File: src/rtl/btn_conditioner.sv
// ---------------------------------------------------------------------------
// btn_conditioner
//
// Front end for the digital clock's manual controls. Raw push buttons are
// synchronised, debounced and turned into press strobes. The advance buttons
// also get auto-repeat strobes. A free-running divider produces the
// once-per-period pulse that the clock counters consume.
//
// Ports:
//   clk        system clock, all state updates on the rising edge
//   rst        synchronous, active-high reset
//   raw_btn    [NB] asynchronous raw button levels
//   btn_lvl    [NB] debounced button levels
//   btn_press  [NB] one-cycle strobe on each debounced 0->1 transition
//   btn_rpt    [NB] press strobe plus auto-repeat strobes (bits in RPT_MASK)
//   pulse      one-cycle tick every TICK_DIV cycles
//
// Button bit map: 0 Timeset, 1 Alarmset, 2 Alarmon, 3 Minadv, 4 Hrsadv.
// ---------------------------------------------------------------------------
module btn_conditioner #(
  parameter int              NB         = 5,
  parameter int              DB_CYCLES  = 4,
  parameter int              TICK_DIV   = 10,
  parameter int              RPT_DELAY  = 8,
  parameter int              RPT_PERIOD = 3,
  parameter logic [NB-1:0]   RPT_MASK   = 5'b11000
) (
  input  logic          clk,
  input  logic          rst,
  input  logic [NB-1:0] raw_btn,
  output logic [NB-1:0] btn_lvl,
  output logic [NB-1:0] btn_press,
  output logic [NB-1:0] btn_rpt,
  output logic          pulse
);

  // Counter widths: $clog2 of the largest count, never narrower than 1 bit.
  localparam int TICK_W = (TICK_DIV > 1) ? $clog2(TICK_DIV) : 1;
  localparam int DB_W   = (DB_CYCLES > 1) ? $clog2(DB_CYCLES) : 1;
  localparam int RC_MAX = (RPT_DELAY > RPT_PERIOD) ? RPT_DELAY : RPT_PERIOD;
  localparam int RC_W   = (RC_MAX > 1) ? $clog2(RC_MAX) : 1;

  localparam logic [TICK_W-1:0] TICK_LAST = TICK_W'(TICK_DIV - 1);
  localparam logic [DB_W-1:0]   DB_LAST   = DB_W'(DB_CYCLES - 1);
  localparam logic [RC_W-1:0]   DELAY_LAST  = RC_W'(RPT_DELAY - 1);
  localparam logic [RC_W-1:0]   PERIOD_LAST = RC_W'(RPT_PERIOD - 1);

  typedef enum logic [1:0] {
    IDLE   = 2'd0,
    HOLD   = 2'd1,
    REPEAT = 2'd2
  } rpt_state_e;

  // -------------------------------------------------------------------------
  // Tick generator
  // -------------------------------------------------------------------------
  logic [TICK_W-1:0] tick_cnt_reg;
  logic [TICK_W-1:0] tick_cnt_next;
  logic              pulse_reg;

  always_comb begin
    tick_cnt_next = (tick_cnt_reg == TICK_LAST) ? '0 : tick_cnt_reg + TICK_W'(1);
  end

  // pulse is registered from the upcoming count so that it is high in exactly
  // the cycles where tick_cnt_reg reads TICK_DIV-1.
  always_ff @(posedge clk) begin
    if (rst) begin
      tick_cnt_reg <= '0;
      pulse_reg    <= 1'b0;
    end else begin
      tick_cnt_reg <= tick_cnt_next;
      pulse_reg    <= (tick_cnt_next == TICK_LAST);
    end
  end

  assign pulse = pulse_reg;

  // -------------------------------------------------------------------------
  // Two-flop synchroniser on the raw inputs
  // -------------------------------------------------------------------------
  logic [NB-1:0] sync1_reg;
  logic [NB-1:0] sync2_reg;

  always_ff @(posedge clk) begin
    if (rst) begin
      sync1_reg <= '0;
      sync2_reg <= '0;
    end else begin
      sync1_reg <= raw_btn;
      sync2_reg <= sync1_reg;
    end
  end

  // -------------------------------------------------------------------------
  // Per-button debounce, press detect and auto-repeat
  // -------------------------------------------------------------------------
  logic              lvl_reg   [NB];
  logic              press_reg [NB];
  logic              rpt_reg   [NB];
  logic [DB_W-1:0]   db_cnt_reg [NB];
  logic [RC_W-1:0]   rc_reg    [NB];
  rpt_state_e        state_reg [NB];

  logic [NB-1:0]     db_toggle;
  logic [NB-1:0]     lvl_next;
  logic [NB-1:0]     rise_next;

  genvar gi;
  generate
    for (gi = 0; gi < NB; gi++) begin : g_btn
      // The level flips on the DB_CYCLES-th consecutive differing sample.
      assign db_toggle[gi] = (sync2_reg[gi] != lvl_reg[gi]) && (db_cnt_reg[gi] == DB_LAST);
      assign lvl_next[gi]  = lvl_reg[gi] ^ db_toggle[gi];
      assign rise_next[gi] = db_toggle[gi] & ~lvl_reg[gi];

      // The repeat FSM looks at lvl_next/rise_next so that its registered
      // strobe lands in the same cycle as the new level and press strobe,
      // and a release suppresses a strobe due in that same cycle.
      always_ff @(posedge clk) begin
        if (rst) begin
          db_cnt_reg[gi] <= '0;
          lvl_reg[gi]    <= 1'b0;
          press_reg[gi]  <= 1'b0;
          rpt_reg[gi]    <= 1'b0;
          rc_reg[gi]     <= '0;
          state_reg[gi]  <= IDLE;
        end else begin
          // Debounce counter
          if (sync2_reg[gi] == lvl_reg[gi]) begin
            db_cnt_reg[gi] <= '0;
          end else if (db_cnt_reg[gi] == DB_LAST) begin
            db_cnt_reg[gi] <= '0;
          end else begin
            db_cnt_reg[gi] <= db_cnt_reg[gi] + DB_W'(1);
          end

          lvl_reg[gi]   <= lvl_next[gi];
          press_reg[gi] <= rise_next[gi];
          rpt_reg[gi]   <= 1'b0;

          case (state_reg[gi])
            IDLE: begin
              if (rise_next[gi]) begin
                rpt_reg[gi]   <= 1'b1;
                rc_reg[gi]    <= '0;
                state_reg[gi] <= HOLD;
              end
            end

            HOLD: begin
              if (!lvl_next[gi]) begin
                state_reg[gi] <= IDLE;
              end else if (RPT_MASK[gi] && (rc_reg[gi] == DELAY_LAST)) begin
                rpt_reg[gi]   <= 1'b1;
                rc_reg[gi]    <= '0;
                state_reg[gi] <= REPEAT;
              end else begin
                // Non-repeating buttons park here until release; the count
                // is never compared for them, so wrapping is harmless.
                rc_reg[gi] <= rc_reg[gi] + RC_W'(1);
              end
            end

            REPEAT: begin
              if (!lvl_next[gi]) begin
                state_reg[gi] <= IDLE;
              end else if (rc_reg[gi] == PERIOD_LAST) begin
                rpt_reg[gi] <= 1'b1;
                rc_reg[gi]  <= '0;
              end else begin
                rc_reg[gi] <= rc_reg[gi] + RC_W'(1);
              end
            end

            default: begin
              state_reg[gi] <= IDLE;
              rc_reg[gi]    <= '0;
            end
          endcase
        end
      end

      assign btn_lvl[gi]   = lvl_reg[gi];
      assign btn_press[gi] = press_reg[gi];
      assign btn_rpt[gi]   = rpt_reg[gi];
    end
  endgenerate

endmodule

File: config.mk
export PLATFORM = sky130hd
export DESIGN_NAME = btn_conditioner
export DESIGN_NICKNAME = d
export VERILOG_FILES = /design/src/rtl/btn_conditioner.sv
export SDC_FILE = /design/constraint.sdc
export NUM_CORES = 1
export LEC_CHECK = 0
export ABC_AREA = 1
export BUFFER_PORTS_ARGS = -buffer_cell sky130_fd_sc_hd__buf_2
export CELL_PAD_IN_SITES_DETAIL_PLACEMENT = 2
export CELL_PAD_IN_SITES_GLOBAL_PLACEMENT = 2
export CORE_AREA = 2 2 82 84
export CTS_CLUSTER_SIZE = 40
export DETAILED_ROUTE_END_ITERATION = 8
export DIE_AREA = 0 0 84 86
export HOLD_SLACK_MARGIN = 0.02
export PLACE_DENSITY_LB_ADDON = 0.3
export SETUP_SLACK_MARGIN = 0.3
export SYNTH_ARGS = -nofsm -noshare
export SYNTH_HDL_FRONTEND = slang
export SYNTH_SLANG_ARGS = --single-unit
File: constraint.sdc
create_clock -name clk -period 3.3 [get_ports clk]
set_input_delay 0.825 -clock clk [delete_from_list [all_inputs] [get_ports clk]]
set_output_delay 0.825 -clock clk [all_outputs]
set_load 0.02 [all_outputs]
==> impl_results.md, run 1 <==
* Ports at 23
* FF-to-FF path depth at 8
* Initial antenna violation count at 0
* Hold_buf cts at 0
* Area of the mapped netlist at 2390 sq um
* Post-synth ARST share at 0%
* Post-synth top area share at between 30% and 40%
* Synth Register Bits at 53
* Hold EP: sync2_reg[4]$_SDFF_PP0_
* Via/cell ratio at around 4.8
* CTS H-Tree Depth at 2
* Main flop type after synthesis: dfxtp_1
* Pin count of the biggest net entering global routing at 22
* # rows at 29
* CORE AREA at 6280 sq um
* Clk_lat worst skew at about 0.31 ns
* Layout Skew at 0.00726 ns
* Reg-to-reg startpoint: db_cnt_reg[3][0]$_SDFFCE_PN0P_
* CTS Root Buffer Type: clkbuf_8
* Hold Vio Cnt, Final at 0
* Synth area leaders: edfxtp_1 (30%), dfxtp_1 (24%), nor2_1 (7.5%)
* Worst slack, placed at between 1 and 1.5 ns
* Crit. Startpoint: rst
* Tot Pwr at 0.00125 W
* Area grow syn2layout at 8.95%
* Critical Path Start Type: input pin
* Syn Inst Count at 262
* Register area share after synthesis at between 50% and 60%
* Final worst setup slack at 1.41 ns
* Max Cap Viol at 0
* Clk pin slew, worst setup/hold paths at 0.10 ns
* RSZ-0062 raised after global routing: no
* Hpwl dp at ~3500 microns
* Hold path depth at 2
* P per Cell Area at about 480 nW/um^2
* Max VDD drop at 179 uV
* Routed wire per std cell at 12.5 microns
* WP data required at around 3.3 ns
* Total CTS buffers at 5
* Resize count post-CTS at 0
* Antenna violation net count after detailed routing at 0
* Outcome: finished clean
* Clock Sinks at between 50 and 60
* Kind of critical path: input pin to flip-flop
* Antenna cell count at 0
* Setup bufs post-CTS at 0
* DR DRC count at 0
* Setup crit end kind: flip-flop
* Reg2Reg Capture Point: rc_reg[3][2]$_SDFFCE_PP0P_
* Max Clk Rate at 529 MHz
* GRT Util Overall at 13.8%
* Die X at 84 microns
* Post-synth EDFFs at 24
* Vias in the first global route at 1826
* Gpl congestion at 0.769
* Total routed wirelength at 4500 microns
* Hold_sp: sync1_reg[4]$_SDFF_PP0_
* Setup violators final at 0
* Cell taking the most area after synthesis: edfxtp_1
* Drt pass-1 iters at 4
* Initial Util at 38.1%
* Largest register FFs at 10
* First-pass GRT wire length at between 8000 and 9000 microns
* Most instantiated cells after synthesis: nor2_1 (48), inv_1 (38), nand2_1 (32)
* Yosys cell types at 28
* Vias at 1715
* Worst-case clock buffer depth at 2
* DRT iter0 DRCs at 49
* Die Span Y at 86 microns
* Die area at a little over 7000 sq um
* Share of cells above drive strength 1 at 14.8%
* Tmin final at 1.89 ns
* Cell with the most instances after synthesis: nor2_1
* P_leak at around 1.3 nW
* Total Nets Final at 300
* Synth Warn # at 0
* Total congestion overflow at 0
* Final setup TNS at 0 ns
* Fin crit share at 57.2%
* Reg2reg setup slack at 1.62 ns
* IO buf count at 22
* Critical Path AT at a little under 2 ns
* Pins Over Slew Limit at 0
* Mean Syn Cell Area at 9.12 sq um
* Min-delay worst type: flip-flop to flip-flop
* Crit Path Max Fanout at 16
* TritonCTS clock tree: built
## per-stage QoR
step / hold slack [ns] / utilization (%) / cell area (sq um) / std cells
5_1_grt: 0.431 / 41.5 / 2600 / 360
6_report: 0.412 / 41.5 / 2600 / 360
3_3_place_gp: 0.390 / 39.7 / 2490 / 352
3_5_place_dp: 0.405 / 39.7 / 2490 / 352
2_1_floorplan: 0.388 / - / 2430 / 272
4_1_cts: 0.415 / 41.5 / 2600 / 360
## cell type report
class	instances	area, sq um
clock inverters	2	38.8
multi-input cells	157	820
fillers	733	3670
clock buffers	6	72.6
well taps	77	96.3
flip-flops and latches	53	1300
inverters	42	158
repair buffers	23	118
## power breakdown
| group | switching (W) | internal, W |
|---|---|---|
| logic | 0.0000504 | 0.0000254 |
| clock network | 0.000215 | 0.000228 |
| registers | 0.0000160 | 0.000710 |
| total | 0.000282 | 0.000964 |
## critical path, stage by stage
cell and delay (ns):
buf_2 0.30, inv_2 0.22, nand4_1 0.21, nand2_1 0.09, nor2_1 0.13, nand3_1 0.15
## cells by family after synthesis
logic type	synth area share, %
buffers and inverters	12.8
AND/OR/NAND/NOR	20.7
flip-flops	54.5
AO/OA/AOI/OAI	4.97
other	0.157
XOR/XNOR	1.10
adder cells (fa/ha/maj)	5.76
## worst max-delay path by stage
| stage | to | slack (ns) |
|---|---|---|
| 2_1_floorplan | rc_reg[3][0]$_SDFFCE_PP0P_ | 1.57 |
| 3_3_place_gp | rc_reg[4][0]$_SDFFCE_PP0P_ | 1.17 |
| 3_5_place_dp | rc_reg[4][0]$_SDFFCE_PP0P_ | 1.07 |
| 4_1_cts | rc_reg[4][1]$_SDFFCE_PP0P_ | 1.40 |
| 5_1_grt | rc_reg[4][1]$_SDFFCE_PP0P_ | 1.24 |
| 6_report | rc_reg[4][1]$_SDFFCE_PP0P_ | 1.41 |
## cells in the final DEF, fill, tap and decap left out, drive strengths merged, types with 6 or more instances in the layout
cell	Yosys	routed
nor3	6	6
dfxtp	29	29
edfxtp	24	24
buf	20	23
clkbuf	0	6
a21oi	8	8
nand2	34	34
conb	1	11
ha	11	11
nand3	16	16
nor2	51	51
inv	42	42
## per-layer routing
metal	GRT usage (%)	share of wire, %	up-vias
met4	4.40	1.6	0
met1	15.9	45	846
met3	3.66	3.0	6
met2	25.2	51	19
li1	-	-	844
met5	0	0	-
(Power assumes the default switching activity.)
==> run 2, diff against run 1 <==
Settings changed: CORE_AREA 2 2 82 84 to 2 2 89 91, DIE_AREA 0 0 84 86 to 0 0 91 93.
Clock period 3.3 ns to 1.6 ns, I/O delays scaled along.
==> run 2 against run 1 <==
  * The flow now finishes with violations (setup timing)
  * Clock-buffer cell count fell by 1
  * Core utilization grew 3.4 points
  * Sequential share of layout area shrank 11 points
  * Non-clock buffer count increased by 33
  * Largest power group unchanged
==> impl_results.md, run 2 (same netlist as run 1, synthesis figures left out) <==
* Outcome: finished, violations left (was finished clean)
* Failing checks: setup timing
* Max Cap Viol at 0 (unchanged)
* DR DRC count at 0 (unchanged)
* Worst-case clock buffer depth at 2 (unchanged)
* TritonCTS clock tree: built (unchanged)
* Final Util at 44.9% (was 41.5%)
* Tot Pwr at 0.00269 W (was 0.00125 W)
* Hold_buf cts at 0 (unchanged)
* Initial Util at 31.7% (was 38.1%)
* Initial antenna violation count at 0 (unchanged)
* Pin count of the biggest net entering global routing at 31 (was 22)
* Tmin final at 1.61 ns
* Largest register FFs at 10 (unchanged)
* First-pass GRT wire length at 9200 microns (was 8040 microns)
* IO buf count at 22 (unchanged)
* Min-delay worst type: input pin to flip-flop (was flip-flop to flip-flop)
* Most frequent cells in the layout: nor2_1 (33), inv_1 (30), buf_4 (29) (was nor2_1 (48), inv_1 (38), nand2_1 (32))
* Max Clk Rate at around 620 MHz
* Critical Path AT at 1.63 ns (was 1.93 ns)
* Clock Sinks at 53 (unchanged)
* Antenna violation net count after detailed routing at 0 (unchanged)
* Final worst setup slack at -0.0122 ns (was 1.41 ns)
* Die Span Y at 93 microns (was 86 microns)
* Via/cell ratio at 4.40 (was 4.76)
* Antenna cell count at 0 (unchanged)
* Setup violators final at 3 (was 0)
* Clk pin slew, worst setup/hold paths at 0.10 ns (about the same)
* P per Cell Area at 797 nW/um^2 (was 478 nW/um^2)
* CTS H-Tree Depth at 2 (unchanged)
* Critical Path Start Type: flip-flop (was input pin)
* WP data required at 1.62 ns (was 3.34 ns)
* Ports at 23 (unchanged)
* Crit Path Max Fanout at 3 (was 16)
* Hpwl dp at 3620 microns (was 3490 microns)
* Total CTS buffers at 5 (unchanged)
* Drt pass-1 iters at 4 (unchanged)
* Total congestion overflow at 0 (unchanged)
* GRT Util Overall at 13.9% (was 13.8%)
* Vias at 1838 (was 1715)
* Pins Over Slew Limit at 0 (unchanged)
* Worst Hold Slack at 0.292 ns (was 0.412 ns)
* P_leak at 1.51 nW (was 1.25 nW)
* Hold Vio Cnt, Final at 0 (unchanged)
* Gpl congestion at 0.716 (was 0.769)
* CORE AREA at 7530 sq um (was 6280 sq um)
* # rows at 32 (was 29)
* Fin crit share at 101%
* Layout Skew at 0.00376 ns (was 0.00726 ns)
* Routed wire per std cell at 15.4 microns (was 12.5 microns)
* Clk_lat worst skew at 0.30 ns (was 0.31 ns)
* Die X at 91 microns (was 84 microns)
* Commonest non-fill, non-tap cell in the layout: nor2_1 (unchanged)
* Die area at 8460 sq um (was 7220 sq um)
* Vias in the first global route at 2010 (was 1826)
* Total Nets Final at 333 (was 300)
* Max VDD drop at 320 uV (was 179 uV)
* Total routed wirelength at 6440 microns (was 4500 microns)
* Kind of critical path: flip-flop to flip-flop (was input pin to flip-flop)
* DRT iter0 DRCs at 33 (was 49)
* Share of cells above drive strength 1 at 48.1% (was 14.8%)
* CTS Root Buffer Type: clkbuf_8 (unchanged)
* RSZ-0062 raised after global routing: yes (was no)
* Area grow syn2layout at 41.4% (was 8.95%)
* Setup crit end kind: flip-flop (unchanged)
run 2: path summary, 6_finish.rpt:
| kind | from | end | slack, ns | cells after the start |
|---|---|---|---|---|
| worst min register to register | sync1_reg[2]$_SDFF_PP0_ | sync2_reg[2]$_SDFF_PP0_ | 0.41 | 2 |
| worst max-delay path | db_cnt_reg[3][0]$_SDFFCE_PN0P_ | rc_reg[3][0]$_SDFFCE_PP0P_ | -0.01 | 8 |
| worst max register to register | db_cnt_reg[3][0]$_SDFFCE_PN0P_ | rc_reg[3][0]$_SDFFCE_PP0P_ | -0.01 | 8 |
| worst min-delay path | raw_btn[4] | sync1_reg[4]$_SDFF_PP0_ | 0.29 | 3 |
run 2: final cells by class:
type	count	area, sq um
sequential	53	1320
fill	825	4150
clock inverter	3	40.0
multi-input combinational	157	1220
timing repair buffer	56	427
clock buffer	5	68.8
tap	102	128
inverter	42	170
run 2: power by group:
| part | total, W | switching, W | internal (W) |
|---|---|---|---|
| Sequential | 0.00150 | 0.0000427 | 0.00146 |
| Clock | 0.000920 | 0.000457 | 0.000463 |
| Combinational | 0.000271 | 0.000159 | 0.000112 |
run 2: what timing repair did:
action / 4_1_cts / 5_1_grt
gates cloned: 0 / 0
setup buffers: 15 / 14
pin swaps: 16 / 22
resized for setup: 48 / 70
endpoints found under the setup margin: 28 / 36
run 2: metal layers:
| layer | global-route usage [%] | up-vias | part of all wire (%) |
|---|---|---|---|
| met5 | 0 | - | 0 |
| met4 | 5.30 | 0 | 0.79 |
| met3 | 2.98 | 2 | 2.0 |
| met2 | 27.3 | 17 | 57 |
| met1 | 14.3 | 906 | 40 |
| li1 | - | 913 | - |
run 2: per-stage QoR:
step	area, sq um	setup TNS, ns	cells	setup WS [ns]
2_1_floorplan	2460	0	272	0.168
3_3_place_gp	2600	0	381	0.0967
3_5_place_dp	2600	-0.00365	381	-0.00123
4_1_cts	2980	0	404	0.0677
5_1_grt	3380	-0.379	418	-0.0845
6_report	3380	-0.0356	418	-0.0122
run 2: critical path, cell delays in order (launching register included):
cell and delay [ns]:
edfxtp_1 0.47, ha_4 0.23, inv_4 0.07, nand2_4 0.07, a21oi_2 0.17, nand2_1 0.07
nand2_1 0.08, nor2_1 0.05, nand2_2 0.11
==> run 3, diff against run 2 <==
Settings changed: PLACE_DENSITY set to 0.78, PLACE_DENSITY_LB_ADDON 0.3 to unset.
==> run 3 against run 2 <==
  * The flow now finishes without violations
  * Sequential cell count is the same
  * Worst hold slack lost 0.0035 ns
  * Largest cell class unchanged
  * Global-route usage grew 0.51 points
  * Die area is the same
==> impl_results.md, run 3 (same netlist as run 1, synthesis figures left out) <==
* Pins Over Slew Limit at 0 (unchanged)
* Top sig layer: met4 (unchanged)
* Gpl congestion at 0.753 (was 0.716)
* # placed instances at 382 (was 381)
* # rows at 32 (unchanged)
* First-pass GRT wire length at 9720 microns (was 9200 microns)
* Tmin final at 1.56 ns (was 1.61 ns)
* Net Sw Frac at 24.2% (was 24.5%)
* Initial antenna violation count at 0 (unchanged)
* Antenna violation net count after detailed routing at 0 (unchanged)
* Die area at 8460 sq um (unchanged)
* Fillcell total at 843 (was 825)
* DRT iter0 DRCs at 34 (was 33)
* Part of the power in the clock network at 32.6% (was 34.2%)
* DR DRC count at 0 (unchanged)
* P_leak at 1.47 nW (was 1.51 nW)
* Slowest CP cell: edfxtp_1 (unchanged)
* Met1 WL at 2210 microns (was 2560 microns)
* Die X at 91 microns (unchanged)
* P per Cell Area at 799 nW/um^2 (was 797 nW/um^2)
* Total congestion overflow at 0 (unchanged)
* Setup violators final at 0 (was 3)
* Vias in the first global route at 2058 (was 2010)
* Total CTS buffers at 5 (unchanged)
* WL met2 at 3250 microns (was 3700 microns)
* Commonest non-fill, non-tap cell in the layout: nor2_1 (unchanged)
* Final Cell Area at 3240 sq um (was 3380 sq um)
* Drt pass-1 iters at 4 (unchanged)
* CORE AREA at 7530 sq um (unchanged)
* Initial Util at 31.7% (unchanged)
* RSZ-0062 raised after global routing: yes (unchanged)
* Vias at 1808 (was 1838)
* Critical Path Start Type: flip-flop (unchanged)
* Clk pin slew, worst setup/hold paths at 0.10 ns (about the same)
* WP data required at 1.62 ns (about the same)
* CTS H-Tree Depth at 2 (unchanged)
* Pin count of the biggest net entering global routing at 21 (was 31)
* Max Cap Viol at 0 (unchanged)
* Fin cells at 408 (was 418)
* Setup crit end kind: flip-flop (unchanged)
* Ports at 23 (unchanged)
* Outcome: finished clean (was finished, violations left)
* Worst Hold Slack at 0.288 ns (was 0.292 ns)
* Met3 WL at 131 microns (was 129 microns)
* IO buf count at 22 (unchanged)
* Area grow syn2layout at 35.5% (was 41.4%)
* Comb power frac at 9.2% (was 10.1%)
* Post-DP Area at 2590 sq um (was 2600 sq um)
* Layout Skew at 0.00450 ns (was 0.00376 ns)
* Share of cells above drive strength 1 at 44.8% (was 48.1%)
* Largest register FFs at 10 (unchanged)
* Hold Vio Cnt, Final at 0 (unchanged)
* Clk_lat worst skew at 0.31 ns (was 0.30 ns)
* Total Nets Final at 324 (was 333)
* CTS Root Buffer Type: clkbuf_8 (unchanged)
* GRT Util Overall at 14.4% (was 13.9%)
* CP max stage delay at 0.40 ns (was 0.47 ns)
* Most frequent cells in the layout: nor2_1 (37), inv_1 (29), edfxtp_1 (24), dfxtp_1 (24), buf_4 (22) (was nor2_1 (33), inv_1 (30), buf_4 (29))
* Sequential power share at 58.1% (was 55.7%)
* Fin crit share at 97.2% (was 101%)
* Kind of critical path: flip-flop to flip-flop (unchanged)
* Worst-case clock buffer depth at 2 (unchanged)
* Max Clk Rate at 643 MHz (was 620 MHz)
* Max VDD drop at 339 uV (was 320 uV)
* Total routed wirelength at 5700 microns (was 6440 microns)
* Final setup TNS at 0 ns (was -0.0356 ns)
* P_int at 0.00196 W (was 0.00203 W)
* Clock Sinks at 53 (unchanged)
* Die Span Y at 93 microns (unchanged)
* Crit Path Max Fanout at 4 (was 3)
* Worst slack, placed at -0.00754 ns (was -0.00123 ns)
* TritonCTS clock tree: built (unchanged)
* Antenna cell count at 0 (unchanged)
* CP cell instances: ha_4 > buf_12 > nand2_8 > nor2_4 > nand3_2 > buf_6 > nand4_1 (was ha_4 > inv_4 > nand2_4 > a21oi_2 > nand2_1 > nand2_1 > nor2_1 > nand2_2)
* Hpwl dp at 3960 microns (was 3620 microns)
* Min-delay worst type: input pin to flip-flop (unchanged)
* Critical Path AT at 1.57 ns (was 1.63 ns)
* Switching power at 0.000627 W (was 0.000659 W)
* Final worst setup slack at 0.0443 ns (was -0.0122 ns)
* Routed wire per std cell at 14.0 microns (was 15.4 microns)
* Via/cell ratio at 4.43 (was 4.40)
[run 3: cell count changes in the layout (fill, tap and decap cells not counted), moves of 2 or more]
cell	previous run	this run
inv_4	6	2
nor2_2	11	6
nor2_1	33	37
ha_4	3	5
nand3_4	5	1
inv_2	7	11
nand3_2	6	8
buf_4	29	22
nand3_1	5	7
[run 3: cell type report]
cell class	instances	area, sq um	area share, %
Timing Repair Buffer	47	343	10.6
Clock inverter	1	8.76	0.270
Multi-Input combinational cell	157	1180	36.6
Tap cell	102	128	3.94
Inverter	42	163	5.02
Clock buffer	6	93.8	2.90
Sequential cell	53	1320	40.7
[run 3: stage by stage]
step / total power, W / utilization, %
after global placement: 0.00169 / 34.4
after detailed placement: 0.00171 / 34.4
after floorplan: 0.00165 / -
after CTS: 0.00258 / 39.5
final: 0.00259 / 43.0
after global routing: 0.00273 / 43.0
[run 3: what timing repair did]
item / 4_1_cts / 5_1_grt
setup endpoints to repair: 26 / 32
hold endpoints to repair: 0 / 0
buffers inserted: 13 / 6
resized for setup: 48 / 57
pin swaps: 15 / 17
hold buffers: 0 / 0
[run 3: power groups by stage]
stage / Clock (W) / Sequential (W) / Combinational, W
6_report: 0.000844 / 0.00150 / 0.000239
5_1_grt: 0.000947 / 0.00151 / 0.000274
4_1_cts: 0.000879 / 0.00150 / 0.000201
3_5_place_dp: 0 / 0.00153 / 0.000173
3_3_place_gp: 0 / 0.00153 / 0.000160
2_1_floorplan: 0 / 0.00152 / 0.000128
[run 3: worst paths after layout]
kind	startpoint	endpoint	slack, ns	depth (start not counted)
min	raw_btn[4]	sync1_reg[4]$_SDFF_PP0_	0.29	3
max	db_cnt_reg[3][1]$_SDFFCE_PN0P_	state_reg[3][0]$_SDFFCE_PP0P_	0.04	7
min reg2reg	sync1_reg[0]$_SDFF_PP0_	sync2_reg[0]$_SDFF_PP0_	0.42	2
max reg2reg	db_cnt_reg[3][1]$_SDFFCE_PN0P_	state_reg[3][0]$_SDFFCE_PP0P_	0.04	7
[run 3: layer usage]
metal,up-vias,global-route usage [%]
met5,-,0
met4,0,5.30
met3,7,2.74
met2,23,28.3
met1,886,15.2
li1,892,-
[run 3: critical path, delay by kind of cell (launching register included)]
family	cells	cell delay, ns
fa+ha+maj	1	0.19
buf+inv	2	0.24
simple gates	4	0.42
flops	1	0.40
